--- src/rtl/mmio_uart_port.sv ---
// Memory-mapped I/O responder on the data-memory bus: output port, synchronized input
// port and an 8N1 UART transmitter fed from a small byte FIFO.
module mmio_uart_port #(
    parameter logic [31:0] BASE_ADDR    = 32'h1001_0100,
    parameter int          FIFO_DEPTH   = 4,
    parameter int          CLKS_PER_BIT = 16
) (
    input  logic        clk,
    input  logic        reset,
    input  logic [31:0] Address,
    input  logic [31:0] WriteData,
    input  logic        MemWrite,
    input  logic        MemRead,
    output logic [31:0] ReadData,
    output logic        Hit,
    input  logic [7:0]  PortIn,
    output logic [31:0] PortOut,
    output logic        tx
);

    localparam int PTR_W  = $clog2(FIFO_DEPTH);
    localparam int CNT_W  = PTR_W + 1;
    localparam int BAUD_W = $clog2(CLKS_PER_BIT);
    localparam logic [BAUD_W-1:0] BAUD_LAST = BAUD_W'(CLKS_PER_BIT - 1);
    localparam logic [CNT_W-1:0]  CNT_FULL  = CNT_W'(FIFO_DEPTH);

    typedef enum logic [1:0] {
        IDLE  = 2'd0,
        START = 2'd1,
        DATA  = 2'd2,
        STOP  = 2'd3
    } uartState_t;

    logic [7:0]        sync1_r, sync2_r;
    logic [31:0]       portOut_r;
    logic [7:0]        fifoMem_r [FIFO_DEPTH];
    logic [PTR_W-1:0]  wrPtr_r, rdPtr_r;
    logic [CNT_W-1:0]  count_r;
    logic              overflow_r;
    uartState_t        state_r;
    logic [BAUD_W-1:0] baudCnt_r;
    logic [2:0]        bitCnt_r;
    logic [7:0]        shift_r;
    logic              tx_r;

    logic        hit_s, storeHit_s, pushReq_s, pushOk_s, pop_s;
    logic        full_s, empty_s, busy_s, baudLast_s;
    logic [1:0]  offset_s;
    logic [31:0] status_s, readData_s;
    logic        unusedAddrBits_s;

    assign hit_s            = (Address[31:4] == BASE_ADDR[31:4]);
    assign offset_s         = Address[3:2];
    assign unusedAddrBits_s = ^Address[1:0];
    assign storeHit_s       = MemWrite && hit_s;
    assign pushReq_s        = storeHit_s && (offset_s == 2'd2);
    assign full_s           = (count_r == CNT_FULL);
    assign empty_s          = (count_r == {CNT_W{1'b0}});
    // Fullness is judged before any same-cycle pop, so a push into a full FIFO is always dropped.
    assign pushOk_s         = pushReq_s && !full_s;
    assign pop_s            = (state_r == IDLE) && !empty_s;
    assign busy_s           = (state_r != IDLE);
    assign baudLast_s       = (baudCnt_r == BAUD_LAST);
    assign status_s         = {16'h0000, 8'(count_r), 4'h0, overflow_r, empty_s, full_s, busy_s};

    // Load data mux; reflects pre-edge state even when a store hits in the same cycle.
    always_comb begin
        readData_s = 32'h0000_0000;
        if (MemRead && hit_s) begin
            case (offset_s)
                2'd0:    readData_s = portOut_r;
                2'd1:    readData_s = {24'h00_0000, sync2_r};
                2'd3:    readData_s = status_s;
                default: readData_s = 32'h0000_0000;
            endcase
        end else begin
            readData_s = 32'h0000_0000;
        end
    end

    assign ReadData = readData_s;
    assign Hit      = hit_s;
    assign PortOut  = portOut_r;
    assign tx       = tx_r;

    // Two-flop synchronizer for the asynchronous input pins.
    always_ff @(posedge clk or negedge reset) begin
        if (!reset) begin
            sync1_r <= 8'h00;
            sync2_r <= 8'h00;
        end else begin
            sync1_r <= PortIn;
            sync2_r <= sync1_r;
        end
    end

    // Output port register.
    always_ff @(posedge clk or negedge reset) begin
        if (!reset) begin
            portOut_r <= 32'h0000_0000;
        end else if (storeHit_s && (offset_s == 2'd0)) begin
            portOut_r <= WriteData;
        end
    end

    // TX FIFO storage, pointers, occupancy and sticky overflow flag.
    always_ff @(posedge clk or negedge reset) begin
        if (!reset) begin
            for (int i = 0; i < FIFO_DEPTH; i++) begin
                fifoMem_r[i] <= 8'h00;
            end
            wrPtr_r    <= {PTR_W{1'b0}};
            rdPtr_r    <= {PTR_W{1'b0}};
            count_r    <= {CNT_W{1'b0}};
            overflow_r <= 1'b0;
        end else begin
            if (pushOk_s) begin
                fifoMem_r[wrPtr_r] <= WriteData[7:0];
                wrPtr_r            <= wrPtr_r + PTR_W'(1);
            end
            if (pop_s) begin
                rdPtr_r <= rdPtr_r + PTR_W'(1);
            end
            case ({pushOk_s, pop_s})
                2'b10:   count_r <= count_r + CNT_W'(1);
                2'b01:   count_r <= count_r - CNT_W'(1);
                default: count_r <= count_r;
            endcase
            if (pushReq_s && full_s) begin
                overflow_r <= 1'b1;
            end else if (storeHit_s && (offset_s == 2'd3)) begin
                overflow_r <= 1'b0;
            end
        end
    end

    // UART 8N1 transmitter; tx is registered and set on each state transition.
    always_ff @(posedge clk or negedge reset) begin
        if (!reset) begin
            state_r   <= IDLE;
            baudCnt_r <= {BAUD_W{1'b0}};
            bitCnt_r  <= 3'd0;
            shift_r   <= 8'h00;
            tx_r      <= 1'b1;
        end else begin
            case (state_r)
                IDLE: begin
                    baudCnt_r <= {BAUD_W{1'b0}};
                    if (pop_s) begin
                        shift_r <= fifoMem_r[rdPtr_r];
                        state_r <= START;
                        tx_r    <= 1'b0;
                    end else begin
                        tx_r    <= 1'b1;
                    end
                end
                START: begin
                    if (baudLast_s) begin
                        state_r   <= DATA;
                        baudCnt_r <= {BAUD_W{1'b0}};
                        bitCnt_r  <= 3'd0;
                        tx_r      <= shift_r[0];
                    end else begin
                        baudCnt_r <= baudCnt_r + BAUD_W'(1);
                    end
                end
                DATA: begin
                    if (baudLast_s) begin
                        baudCnt_r <= {BAUD_W{1'b0}};
                        if (bitCnt_r == 3'd7) begin
                            state_r <= STOP;
                            tx_r    <= 1'b1;
                        end else begin
                            bitCnt_r <= bitCnt_r + 3'd1;
                            shift_r  <= {1'b0, shift_r[7:1]};
                            tx_r     <= shift_r[1];
                        end
                    end else begin
                        baudCnt_r <= baudCnt_r + BAUD_W'(1);
                    end
                end
                STOP: begin
                    if (baudLast_s) begin
                        state_r   <= IDLE;
                        baudCnt_r <= {BAUD_W{1'b0}};
                    end else begin
                        baudCnt_r <= baudCnt_r + BAUD_W'(1);
                    end
                    tx_r <= 1'b1;
                end
                default: begin
                    state_r   <= IDLE;
                    baudCnt_r <= {BAUD_W{1'b0}};
                    tx_r      <= 1'b1;
                end
            endcase
        end
    end

endmodule
--- config.mk ---
export PLATFORM = sky130hd
export DESIGN_NAME = mmio_uart_port
export DESIGN_NICKNAME = d
export VERILOG_FILES = /design/src/rtl/mmio_uart_port.sv
export SDC_FILE = /design/constraint.sdc
export NUM_CORES = 1
export LEC_CHECK = 0
export ABC_CLOCK_PERIOD_IN_PS = 4600
export CAP_MARGIN = 20
export CORE_AREA = 2 2 116 118
export DETAILED_ROUTE_END_ITERATION = 10
export DIE_AREA = 0 0 118 120
export MAX_ROUTING_LAYER = met4
export PLACE_DENSITY = 0.71
export SYNTH_ARGS = -nofsm -noshare
export SYNTH_HDL_FRONTEND = slang
export SYNTH_SLANG_ARGS = --single-unit
--- constraint.sdc ---
create_clock -name clk -period 4.6 [get_ports clk]
set_clock_uncertainty 0.15 [all_clocks]
set_input_delay 0.69 -clock clk [delete_from_list [all_inputs] [get_ports clk]]
set_output_delay 0.69 -clock clk [all_outputs]
set_load 0.01 [all_outputs]
==> flow_summary.toml, run 1 <==
[outcome]
status = "complete, no violations"

[sta]
tns_ns = 0
max_freq_ghz = 0.255
setup_viol = 0
period_minus_slack_ns = 3.92
maxSlewHeadroom = 0.333
fin_crit_sh = 0.852
finalMaxSlewViolations = 0
worst_pin_slew_ns = 1.00
hold_violations = 0
rsz0062_at_grt = "false"

[setup_path]
r2r-start = "state_r[0]"
crit_path_max_incr_delay_ns = 0.56
crit_chain = "clkdlybuf4s50_1 > nor4b_1 > and3_1 > nand3_1 > buf_4 > nor3_1 > buf_4 > and2_1 > clkdlybuf4s50_1"
cp_max_fo = 21
cp.arrival_ns = 3.08
cp-start-kind = "input port"
cp-end-kind = "output port"
crit_type = "input port to output port"
path_delay_family = "buffers and inverters"
crit_start = "Address[28]"
crit_buf_inv = 4
cp.required_ns = 3.76
cp_slowest_cell = "clkdlybuf4s50_1"

[grt]
grtUsageTotal = 0.179
grt_pass1_wl_microns = 19200
grt_start_max_net_pins = 80
antenna_found_initial = 0
grt-ovfl-total = 0
grt_pass1_vias = 3620

[cells_and_area]
syn2layout_area_growth_pct = 35.3
final_nets = 594
diodes = 0
drive_above_1_share = 0.208
post-route-util = 0.526
fillCellCount = 1140

[power_and_ir_drop]
irDropWorstVdd_mv = 0.249
p_leak_nw = 3.07
powerDensity_nw_per_um2 = 262
total_power_mw = 1.79

[route]
ant_nets = 0
drt_first_pass_iters = 4
drt_iter0_markers = 228
drc = 0
vias_per_cell = 4.97
vias = 3412
wire_per_inst_microns = 17.3
wirelength_microns = 11900

[job]
maxCapViolCount = 0

[synth]
ys.flop_type = "dfrtp_1"
yosysTopAreaCell = "dfrtp_1"
synth_top_area_frac = 0.520
synth_edf_count = 0
synthCells = 370
synth_seq_cells = 106
avgSynthCellArea_sq_um = 13.6
ys_seq_area_frac = 0.526
synth.distinct_cells = 44
synth.area.top_cells = "dfrtp_1 (52%), mux2_4 (8.9%), mux2_2 (8.5%)"
syn-num-nets = 459
synthesis.area_sq_um = 5050
async_flop_share = 1.00
yosys_warnings = 0

[floorplanning]
pin_count = 142
start_util = 0.389
num_rows = 42
die_x_microns = 118
dieArea_sq_um = 14200
coreArea_sq_um = 13000
die_y_microns = 120

[cts]
clock_path_buffers = 2
clock_latency_ns = 0.35
clock-sinks = 106
cts_resized = 0
cts-root-buf = "clkbuf_16"
holdBufCountCts = 0
cts_made_buffers = 9
post_cts_buffers = 0
cts_tree = "done"
clkTransAtPathRegs_ns = 0.08
htree_levels = 3

[placement]
place.gp.congestion = 0.787
place_hpwl_microns = 8810
io_buffers = 139

[min_path]
hold_start = "sync1_r[7]"
hp-class = "flop to flop"
-- kinds of logic after synthesis --
| kind of cell | after synthesis | synth area share |
|---|---|---|
| simple gates | 88 | 0.108 |
| buf+inv | 30 | 0.0387 |
| compound gates | 37 | 0.0468 |
| xor+xnor | 7 | 0.0121 |
| fa+ha+maj | 13 | 0.0337 |
| flops | 106 | 0.526 |
| mux | 89 | 0.235 |
-- layout make-up --
class                   instances  area, sq um  share of cell area
inverters                      10         37.5             0.00549
repair buffers                144         1430               0.209
flip-flops and latches        106         2650               0.388
clock inverters                 7         70.1              0.0103
clock buffers                   9          225              0.0330
multi-input cells             234         2200               0.322
well taps                     176          220              0.0322
-- registers in the layout, indices dropped and copies added, names as in the netlist, 2 cells and up --
register   count
count_r        3
wrPtr_r        2
sync1_r        8
PortOut       32
sync2_r        8
fifoMem_r     32
bitCnt_r       3
rdPtr_r        2
baudCnt_r      4
shift_r        8
state_r        2
-- cell usage in the layout, fill, tap and decap left out, drive strengths merged, types with 2 or more instances in the layout --
cell | Yosys | final
a211oi | 2 | 2
a21oi | 14 | 14
nor2b | 3 | 3
clkbuf | 12 | 9
clkinv | 0 | 4
mux2i | 13 | 13
dfrtp | 105 | 105
and4 | 2 | 2
clkdlybuf4s50 | 0 | 138
mux2 | 68 | 68
a41oi | 2 | 2
mux4 | 8 | 8
a22o | 4 | 4
and3 | 4 | 4
nor2 | 19 | 19
nand3 | 5 | 5
nor4 | 5 | 5
xnor2 | 4 | 4
xor2 | 3 | 3
ha | 12 | 12
inv | 10 | 12
o21ai | 8 | 8
and2 | 23 | 23
nor3 | 8 | 8
nand2 | 13 | 13
buf | 8 | 6
a22oi | 4 | 4
-- path summary, 6_finish.rpt --
kind / end / slack [ns] / cells after the start
worst max-delay path: ReadData[14] / 0.68 / 9
worst min-delay path: sync2_r[7] / 0.20 / 0
worst max register to register: count_r[2] / 1.93 / 9
worst min register to register: sync2_r[7] / 0.20 / 0
max in group asynchronous: tx / 2.98 / 2
min in group asynchronous: PortOut[11] / 0.35 / 1
-- stage by stage --
stage,hold WS (ns),std cells,setup slack (ns),cell area (sq um)
global placement,0.182,670,0.744,6540
global route,0.212,686,0.460,6830
detailed placement,0.186,670,0.671,6540
finish,0.203,686,0.680,6830
floorplan,0.181,370,1.90,5050
CTS,0.205,686,0.651,6830
-- synth_stat cells (5+ instances only) --
cell type and instances:
dfrtp_1 105, mux2_2 38, mux2_4 30, and2_1 22, nor2_1 19, a21oi_1 14
mux2i_1 13, clkbuf_1 12, ha_1 12, inv_1 10, nand2_1 9, mux4_2 8
nor3_1 8, o21ai_0 8, nand3_1 5, nor4_1 5
-- where the power goes --
| group | switching, mW | total, mW | leakage (nW) | internal [mW] |
|---|---|---|---|---|
| sequential | 0.00195 | 0.940 | 1.41 | 0.938 |
| combinational | 0.0395 | 0.101 | 1.52 | 0.0616 |
| clock | 0.370 | 0.750 | 0.141 | 0.380 |
| total | 0.411 | 1.79 | 3.07 | 1.38 |
-- per-layer routing --
layer | global-route usage | up-vias | share of wire
met4 | 0.0452 | 0 | 0.014
li1 | - | 1580 | -
met2 | 0.306 | 71 | 0.53
met3 | 0.0447 | 13 | 0.038
met1 | 0.214 | 1748 | 0.42
met5 | - | - | 0
-- worst register-to-register path, delay by kind of cell, from the launching register on --
| kind | cells | cell delay, ns |
|---|---|---|
| XOR/XNOR | 2 | 0.31 |
| adder cells (fa/ha/maj) | 3 | 1.02 |
| buffers and inverters | 2 | 0.16 |
| flip-flops | 1 | 0.42 |
| AND/OR/NAND/NOR | 2 | 0.53 |
No activity file was read; power rests on OpenSTA's default activity.
==> inputs of run 2 (changes only) <==
Settings changed: ABC_CLOCK_PERIOD_IN_PS 4600 to 3890.
Clock period 4.6 ns to 3.89 ns, I/O delays scaled along.
==> flow_summary.toml, run 2 (synthesis gave the netlist of run 1 again) <==
[setup_path]
cp.required_ns = 3.16
cp_common_cell = "clkdlybuf4s50_1"
crit_type = "input port to output port"
crit_chain = "clkdlybuf4s50_1 > nor4_1 > and4_1 > nand3_1 > nor3_1 > buf_4 > and2_1 > clkdlybuf4s50_1"
cp-start-kind = "input port"
cp-end-kind = "output port"
cp.arrival_ns = 2.79
cp_slowest_cell = "clkdlybuf4s50_1"
cp_max_fo = 21
crit_path_max_incr_delay_ns = 0.55

[grt]
grt-ovfl-total = 0
grt_pass1_wl_microns = 19500
antenna_found_initial = 0
grtUsageTotal = 0.182
grt_start_max_net_pins = 84
grt_pass1_vias = 3620

[placement]
dpl-instance-area_sq_um = 6550
place_hpwl_microns = 8760
place.gp.congestion = 0.810
io_buffers = 139

[power_and_ir_drop]
powerDensity_nw_per_um2 = 311
total_power_mw = 2.14
p_leak_nw = 3.09
switching_share = 0.227
p_sw_mw = 0.485
seq_power_share = 0.520
irDropWorstVdd_mv = 0.489
internal-power_mw = 1.65
pwr-share-comb = 0.059
p_clk_frac = 0.422

[sta]
setup_viol = 0
fin_crit_sh = 0.906
max_freq_ghz = 0.284
period_minus_slack_ns = 3.53
worst_pin_slew_ns = 0.922
timing.hold.ws_ns = 0.201
finalMaxSlewViolations = 0
hold_violations = 0
rsz0062_at_grt = "false"
tns_ns = 0
maxSlewHeadroom = 0.384

[cts]
post_cts_buffers = 0
cts_resized = 0
cts_made_buffers = 9
clock_latency_ns = 0.35
clock-sinks = 106
clock_path_buffers = 2
holdBufCountCts = 0
clkTransAtPathRegs_ns = 0.08
cts_tree = "done"
htree_levels = 3
cts-root-buf = "clkbuf_16"

[cells_and_area]
layout_commonest_cell = "clkdlybuf4s50_1"
drive_above_1_share = 0.211
final_nets = 597
post-route-util = 0.530
final_cell_mix = "clkdlybuf4s50_1 (138), dfrtp_1 (105), mux2_2 (38)"
syn2layout_area_growth_pct = 36.3
diodes = 0
fillCellCount = 1121
fin_area_sq_um = 6880

[floorplanning]
start_util = 0.389
die_y_microns = 120
coreArea_sq_um = 13000
die_x_microns = 118
dieArea_sq_um = 14200
pin_count = 142
num_rows = 42

[route]
drt_first_pass_iters = 4
wirelength_microns = 12000
vias = 3400
drt_iter0_markers = 120
drc = 0
vias_per_cell = 4.93
wire_per_inst_microns = 17.4
ant_nets = 0

[job]
maxCapViolCount = 0

[min_path]
hp-class = "flop to flop"

[outcome]
status = "complete, no violations"
-- run 2: cell count changes in the layout (fill, tap and decap cells not counted), sizes merged --
cell and change:
buf +2, clkinv -3, clkinvlp +1, clkbuf +1
inv +1, dlygate4sd3 +1
-- run 2: path summary, 6_finish.rpt --
kind	startpoint	cells after the start	to	slack, ns
min reg2reg	sync1_r[3]	0	sync2_r[3]	0.20
max reg2reg	state_r[0]	9	count_r[2]	1.16
max in group asynchronous	reset	4	PortOut[26]	2.18
min in group asynchronous	reset	2	PortOut[20]	0.47
min	sync1_r[3]	0	sync2_r[3]	0.20
max	Address[12]	8	ReadData[25]	0.36
-- run 2: routing by layer --
| metal | vias to the layer above | GRT usage | routed length [microns] |
|---|---|---|---|
| met1 | 1743 | 0.219 | 5120 |
| met3 | 12 | 0.0485 | 437 |
| li1 | 1589 | - | - |
| met4 | 0 | 0.0399 | 92 |
| met5 | - | - | 0 |
| met2 | 56 | 0.308 | 6370 |
-- run 2: power by group through the flow --
| stage | clock network [mW] | logic, mW | registers (mW) |
|---|---|---|---|
| floorplan | 0 | 0.0153 | 1.13 |
| global placement | 0 | 0.121 | 1.13 |
| detailed placement | 0 | 0.123 | 1.13 |
| CTS | 0.927 | 0.123 | 1.11 |
| global route | 0.978 | 0.138 | 1.11 |
| finish | 0.901 | 0.126 | 1.11 |
-- run 2: cell type report --
class	count	area (sq um)	area share
flip-flops and latches	106	2650	0.386
multi-input cells	234	2200	0.320
repair buffers	147	1470	0.214
clock buffers	10	239	0.0347
well taps	176	220	0.0320
clock inverters	6	57.6	0.00837
inverters	10	37.5	0.00546
-- run 2: worst max-delay path, delay by kind of cell --
kind,cells,cell delay [ns]
simple gates,5,1.00
buf+inv,3,1.18
-- run 2: metrics by stage --
step           cells  setup WS, ns
3_3_place_gp     671         0.428
4_1_cts          687         0.351
2_1_floorplan    370          1.40
3_5_place_dp     671         0.348
6_report         689         0.364
5_1_grt          689         0.195
==> inputs of run 3 (changes only) <==
Settings changed: GPL_ROUTABILITY_DRIVEN set to 0.
==> results of run 3 <==
No change in the layout: final DEF, timing and power equal those of run 2.
